**src/rtl/uart_tx_arbiter.sv**
```systemverilog
// Round-robin arbiter sharing one uart_tx among NUM_REQ byte producers, one byte in flight.
// Optional launch timeout: define UART_ARB_TIMEOUT_EN to abort when uart_tx_busy never rises.
module uart_tx_arbiter #(
    parameter int unsigned NUM_REQ      = 4,
    parameter int unsigned PAYLOAD_BITS = 8,
    parameter int unsigned BUSY_TIMEOUT = 16,
    localparam int unsigned ID_W        = (NUM_REQ > 1) ? $clog2(NUM_REQ) : 1
) (
    input  logic                            clk,
    input  logic                            rst,
    input  logic [NUM_REQ-1:0]              req_valid,
    input  logic [NUM_REQ*PAYLOAD_BITS-1:0] req_data,
    output logic [NUM_REQ-1:0]              req_ready,
    output logic [NUM_REQ-1:0]              req_done,
    input  logic                            uart_tx_busy,
    output logic                            uart_tx_en,
    output logic [PAYLOAD_BITS-1:0]         uart_tx_data,
    output logic [ID_W-1:0]                 active_id,
    output logic                            tx_error
);

    if (NUM_REQ < 2 || NUM_REQ > 8) begin : g_bad_num_req
        $error("uart_tx_arbiter: NUM_REQ must be in 2..8");
    end
    if (BUSY_TIMEOUT < 1) begin : g_bad_timeout
        $error("uart_tx_arbiter: BUSY_TIMEOUT must be at least 1");
    end

    typedef enum logic [1:0] {
        StIdle,
        StLaunch,
        StWaitBusy,
        StWaitDone
    } state_e;

    state_e                  state_q, state_d;
    logic [ID_W-1:0]         ptr_q, ptr_d;
    logic [ID_W-1:0]         active_q, active_d;
    logic [PAYLOAD_BITS-1:0] data_q, data_d;

    logic [PAYLOAD_BITS-1:0] req_bytes [NUM_REQ];
    logic [ID_W-1:0]         win;
    logic                    win_found;
    logic [ID_W-1:0]         cand;
    int unsigned             idx;
    logic [ID_W-1:0]         ptr_next;
    logic                    timeout;

    for (genvar g = 0; g < NUM_REQ; g++) begin : g_unpack
        assign req_bytes[g] = req_data[g*PAYLOAD_BITS +: PAYLOAD_BITS];
    end

    // First valid requester in circular order starting at ptr_q.
    always_comb begin
        win       = '0;
        win_found = 1'b0;
        cand      = '0;
        idx       = 0;
        for (int unsigned k = 0; k < NUM_REQ; k++) begin
            idx  = (32'(ptr_q) + k) % NUM_REQ;
            cand = ID_W'(idx);
            if (!win_found && req_valid[cand]) begin
                win_found = 1'b1;
                win       = cand;
            end
        end
    end

    assign ptr_next = (active_q == ID_W'(NUM_REQ - 1)) ? '0 : active_q + ID_W'(1);

`ifdef UART_ARB_TIMEOUT_EN
    localparam int unsigned CNT_W = $clog2(BUSY_TIMEOUT + 1);

    logic [CNT_W-1:0] cnt_q, cnt_d;

    // Counts cycles spent in WAIT_BUSY without seeing busy; cleared while launching.
    always_comb begin
        cnt_d = cnt_q;
        if (state_q == StLaunch) begin
            cnt_d = '0;
        end else if (state_q == StWaitBusy && !uart_tx_busy && !timeout) begin
            cnt_d = cnt_q + CNT_W'(1);
        end
    end

    always_ff @(posedge clk) begin
        if (rst) begin
            cnt_q <= '0;
        end else begin
            cnt_q <= cnt_d;
        end
    end

    assign timeout = (state_q == StWaitBusy) && !uart_tx_busy &&
                     (cnt_q == CNT_W'(BUSY_TIMEOUT));
`else
    assign timeout = 1'b0;
`endif

    always_comb begin
        state_d    = state_q;
        ptr_d      = ptr_q;
        active_d   = active_q;
        data_d     = data_q;
        req_ready  = '0;
        req_done   = '0;
        uart_tx_en = 1'b0;
        tx_error   = 1'b0;

        case (state_q)
            StIdle: begin
                // uart_tx may still be shifting an aborted byte after reset.
                if (!uart_tx_busy && win_found) begin
                    req_ready[win] = 1'b1;
                    data_d         = req_bytes[win];
                    active_d       = win;
                    state_d        = StLaunch;
                end
            end
            StLaunch: begin
                uart_tx_en = 1'b1;
                state_d    = StWaitBusy;
            end
            StWaitBusy: begin
                if (uart_tx_busy) begin
                    state_d = StWaitDone;
                end else if (timeout) begin
                    tx_error = 1'b1;
                    ptr_d    = ptr_next;
                    state_d  = StIdle;
                end
            end
            StWaitDone: begin
                if (!uart_tx_busy) begin
                    req_done[active_q] = 1'b1;
                    ptr_d              = ptr_next;
                    state_d            = StIdle;
                end
            end
            default: state_d = StIdle;
        endcase

        if (rst) begin
            req_ready  = '0;
            req_done   = '0;
            uart_tx_en = 1'b0;
            tx_error   = 1'b0;
        end
    end

    always_ff @(posedge clk) begin
        if (rst) begin
            state_q  <= StIdle;
            ptr_q    <= '0;
            active_q <= '0;
            data_q   <= '0;
        end else begin
            state_q  <= state_d;
            ptr_q    <= ptr_d;
            active_q <= active_d;
            data_q   <= data_d;
        end
    end

    assign uart_tx_data = data_q;
    assign active_id    = active_q;

    a_ready_onehot: assert property (@(posedge clk) disable iff (rst) $onehot0(req_ready));
    a_done_onehot:  assert property (@(posedge clk) disable iff (rst) $onehot0(req_done));
    a_pulses_excl:  assert property (@(posedge clk) disable iff (rst)
                        $onehot0({|req_ready, |req_done, uart_tx_en, tx_error}));

endmodule

```
**config.mk**
```make
export PLATFORM = sky130hd
export DESIGN_NAME = uart_tx_arbiter
export DESIGN_NICKNAME = d
export VERILOG_FILES = /design/src/rtl/uart_tx_arbiter.sv
export SDC_FILE = /design/constraint.sdc
export NUM_CORES = 1
export LEC_CHECK = 0
export CORE_UTILIZATION = 37
export DETAILED_ROUTE_END_ITERATION = 10
export PLACE_DENSITY = 0.8
export SYNTH_ARGS = -nofsm -noshare
export SYNTH_HDL_FRONTEND = slang
export SYNTH_SLANG_ARGS = --single-unit
```
**constraint.sdc**
```tcl
create_clock -name clk -period 2.3 [get_ports clk]
set_clock_uncertainty 0.1 [all_clocks]
set_input_delay 0.46 -clock clk [delete_from_list [all_inputs] [get_ports clk]]
set_output_delay 0.46 -clock clk [all_outputs]
set_load 0.01 [all_outputs]
```
==> reports/metrics.cfg <==
[sta]
fin_crit_ns = 2.271
slew_violations = 0
max_freq_mhz = 440.3
post-route-period-util_pct = 98.75
setup_viol = 0
fin_hold_ws_ns = 0.3681
rsz0062_at_grt = true
finalHoldViolCount = 0

[cts]
clk_latency_ns = 0.28
cts_sinks = 14
numCtsBuffers = 3
cts_tree = yes
path_clk_slew_ns = 0.09
postCtsHoldBufs = 0
h-tree-depth = 1
clk_path_buf_depth = 2
clockRootBuffer = clkbuf_4

[logic_synthesis]
synth_warnings = 0
ys_seq_elements = 14
ys_types = 27
ys_seq_area_share_pct = 28.46
netlist_area_sq_um = 984.7
syn-num-nets = 158
synth_cells = 110
syn_avg_cell_area_sq_um = 8.952

[global_route]
antenna_found_initial = 0
grtUsageTotal_pct = 20.83
overflow = 0
grt_pass1_vias = 1049
grt_max_degree = 11
grt_pass1_wl_microns = 4236

[detailed_routing]
dr_total_vias = 1102
wire_per_inst_microns = 12.82
first_pass_iters = 3
wirelength_microns = 2807
vias_per_cell = 5.032
drt_iter0_drc = 8
post-route-drc-count = 0
ant_nets = 0

[pwr]
p_leak_nw = 0.7668
p_seq_share_pct = 31.8
p_sw_w = 0.0003216
p_clk_share_pct = 17.9
p_int_w = 0.0006906
swShare_pct = 31.77
finalPower_w = 0.001012
p_comb_share_pct = 50.2
power_density_nw_per_um2 = 571.3
vdd_ir_drop_max_uv = 417.5

[floorplanning]
fp.coreArea_sq_um = 2500
io_pins = 59
start_util_pct = 39.39
die_y_microns = 53.59
die_area_sq_um = 2872
fp-row-count = 18
dieWidth_microns = 53.59

[final_layout]
drive_gt1_share_pct = 24.34
syn2layout_area_growth_pct = 79.92
antenna-diode-count = 0
nets = 238
final_common_cell = clkdlybuf4s50_1
fin_util_pct = 70.87
final_cell_mix = clkdlybuf4s50_1 (43), buf_4 (23), mux2i_1 (21)
final_cells = 219
fin_area_sq_um = 1772

[placement]
placedCellCount = 209
dpl_cell_area_sq_um = 1688
hpwl_microns = 2165
io_buffers = 57
finalWeightedCongestion = 0.8453

[setup_path]
crit_type = reg -> out
worstSetupEndpointType = output pin
critPathMaxFanout = 3
path_cells = nand2b_4 > a21oi_4 > a311oi_2 > buf_4 > or3b_4 > nor2_1 > buf_2
required_ns = 1.74
cp_data_arrival_time_ns = 1.71
max_stage_delay_ns = 0.38
start_kind = register
cpMaxStageDelayCell = or3b_4

[min_path]
hp-class = reg -> reg

[outcome]
status = finished clean

[job]
maxCapViolCount = 0

## power by group through the flow
stage	Clock, W	Sequential, W	Combinational, W
after floorplan	0	0.000344	0.000205
after global placement	0	0.000325	0.000467
after detailed placement	0	0.000326	0.000482
after CTS	0.000182	0.000321	0.000491
after global routing	0.000196	0.000328	0.000556
final	0.000181	0.000322	0.000509
## repair_timing
| action | 4_1_cts | 5_1_grt |
|---|---|---|
| setup endpoints to repair | 9 | 4 |
| resized for setup | 37 | 9 |
| setup buffers | 4 | 2 |
| pin swaps | 4 | 4 |
## per-stage QoR
step,TNS (ns),setup slack [ns]
final,0,0.02884
after global routing,-0.07182,-0.03593
after CTS,0,0.0007547
after detailed placement,-5.444,-0.6589
after global placement,-4.743,-0.6029
after floorplan,0,0.2191
## Yosys cell counts
library cell  number  area share (%)
a211oi_1           1            0.76
nor3_1             2             1.0
ha_1               9              11
nand3b_1           1            0.76
buf_2              2             1.0
clkbuf_1           1            0.38
dfxtp_1           14              28
mux2i_1           21              21
nand2_1            8             3.0
or3b_1             1            0.89
conb_1             1            0.38
a311oi_1           1            0.89
a21o_1             1            0.76
nor2b_1            1            0.64
o21ai_1            1            0.51
nand2b_1           2             1.3
buf_4              1            0.76
nor4_2             1             1.3
and2_1             4             2.5
o2bb2a_1           1             1.0
o21ai_0            2             1.0
buf_6              1             1.1
o221ai_1           8             7.1
nor2_1            12             4.6
nor3b_4            1             1.9
a21oi_1            4             2.0
inv_1              8             3.0
## cell families (layout without fill, tap and decap cells)
family,after synthesis,count (layout),synth area share [%]
AOI/OAI and AO/OA,19,19,14.10
adders and majority gates,9,9,11.44
buffers and inverters,13,92,6.353
DFF,14,14,28.46
muxes,21,21,21.35
other,1,1,0.3808
and+or+nand+nor,33,33,17.92
## final cells by class
class	count	area (sq um)
Timing Repair Buffer	80	701.9
Fill cell	205	728.2
Inverter	8	30.03
Tap cell	30	37.54
Clock buffer	4	36.28
Sequential cell	14	281.5
Multi-Input combinational cell	83	684.4
## critical path: cells and delay by family, from the launching register on
kind,cells,cell delay (ns)
buffers and inverters,2,0.29
and+or+nand+nor,3,0.62
DFF,1,0.34
AOI/OAI and AO/OA,2,0.18
## state kept, by name (all words and copies together) (netlist names)
register,cells
ptr_q,2
uart_tx_data,8
state_q,2
active_id,2
## worst paths after layout
| path | start | slack, ns | to | cells after the start |
|---|---|---|---|---|
| worst max register to register | ptr_q[1] | 0.34 | uart_tx_data[6] | 9 |
| worst min-delay path | uart_tx_data[2] | 0.37 | uart_tx_data[2] | 2 |
| worst min register to register | uart_tx_data[2] | 0.37 | uart_tx_data[2] | 2 |
| worst max-delay path | ptr_q[1] | 0.03 | req_ready[2] | 7 |
## per-layer routing
| layer | share of wire, % | vias to the layer above | routed length, microns | GRT usage [%] |
|---|---|---|---|---|
| li1 | - | 546 | - | - |
| met3 | 7.3 | 5 | 206 | 5.367 |
| met1 | 40 | 509 | 1114 | 21.37 |
| met5 | 0 | - | 0 | 0 |
| met2 | 52 | 42 | 1456 | 40.42 |
| met4 | 1.0 | 0 | 29 | 6.579 |
No activity file was read; power rests on OpenSTA's default activity.
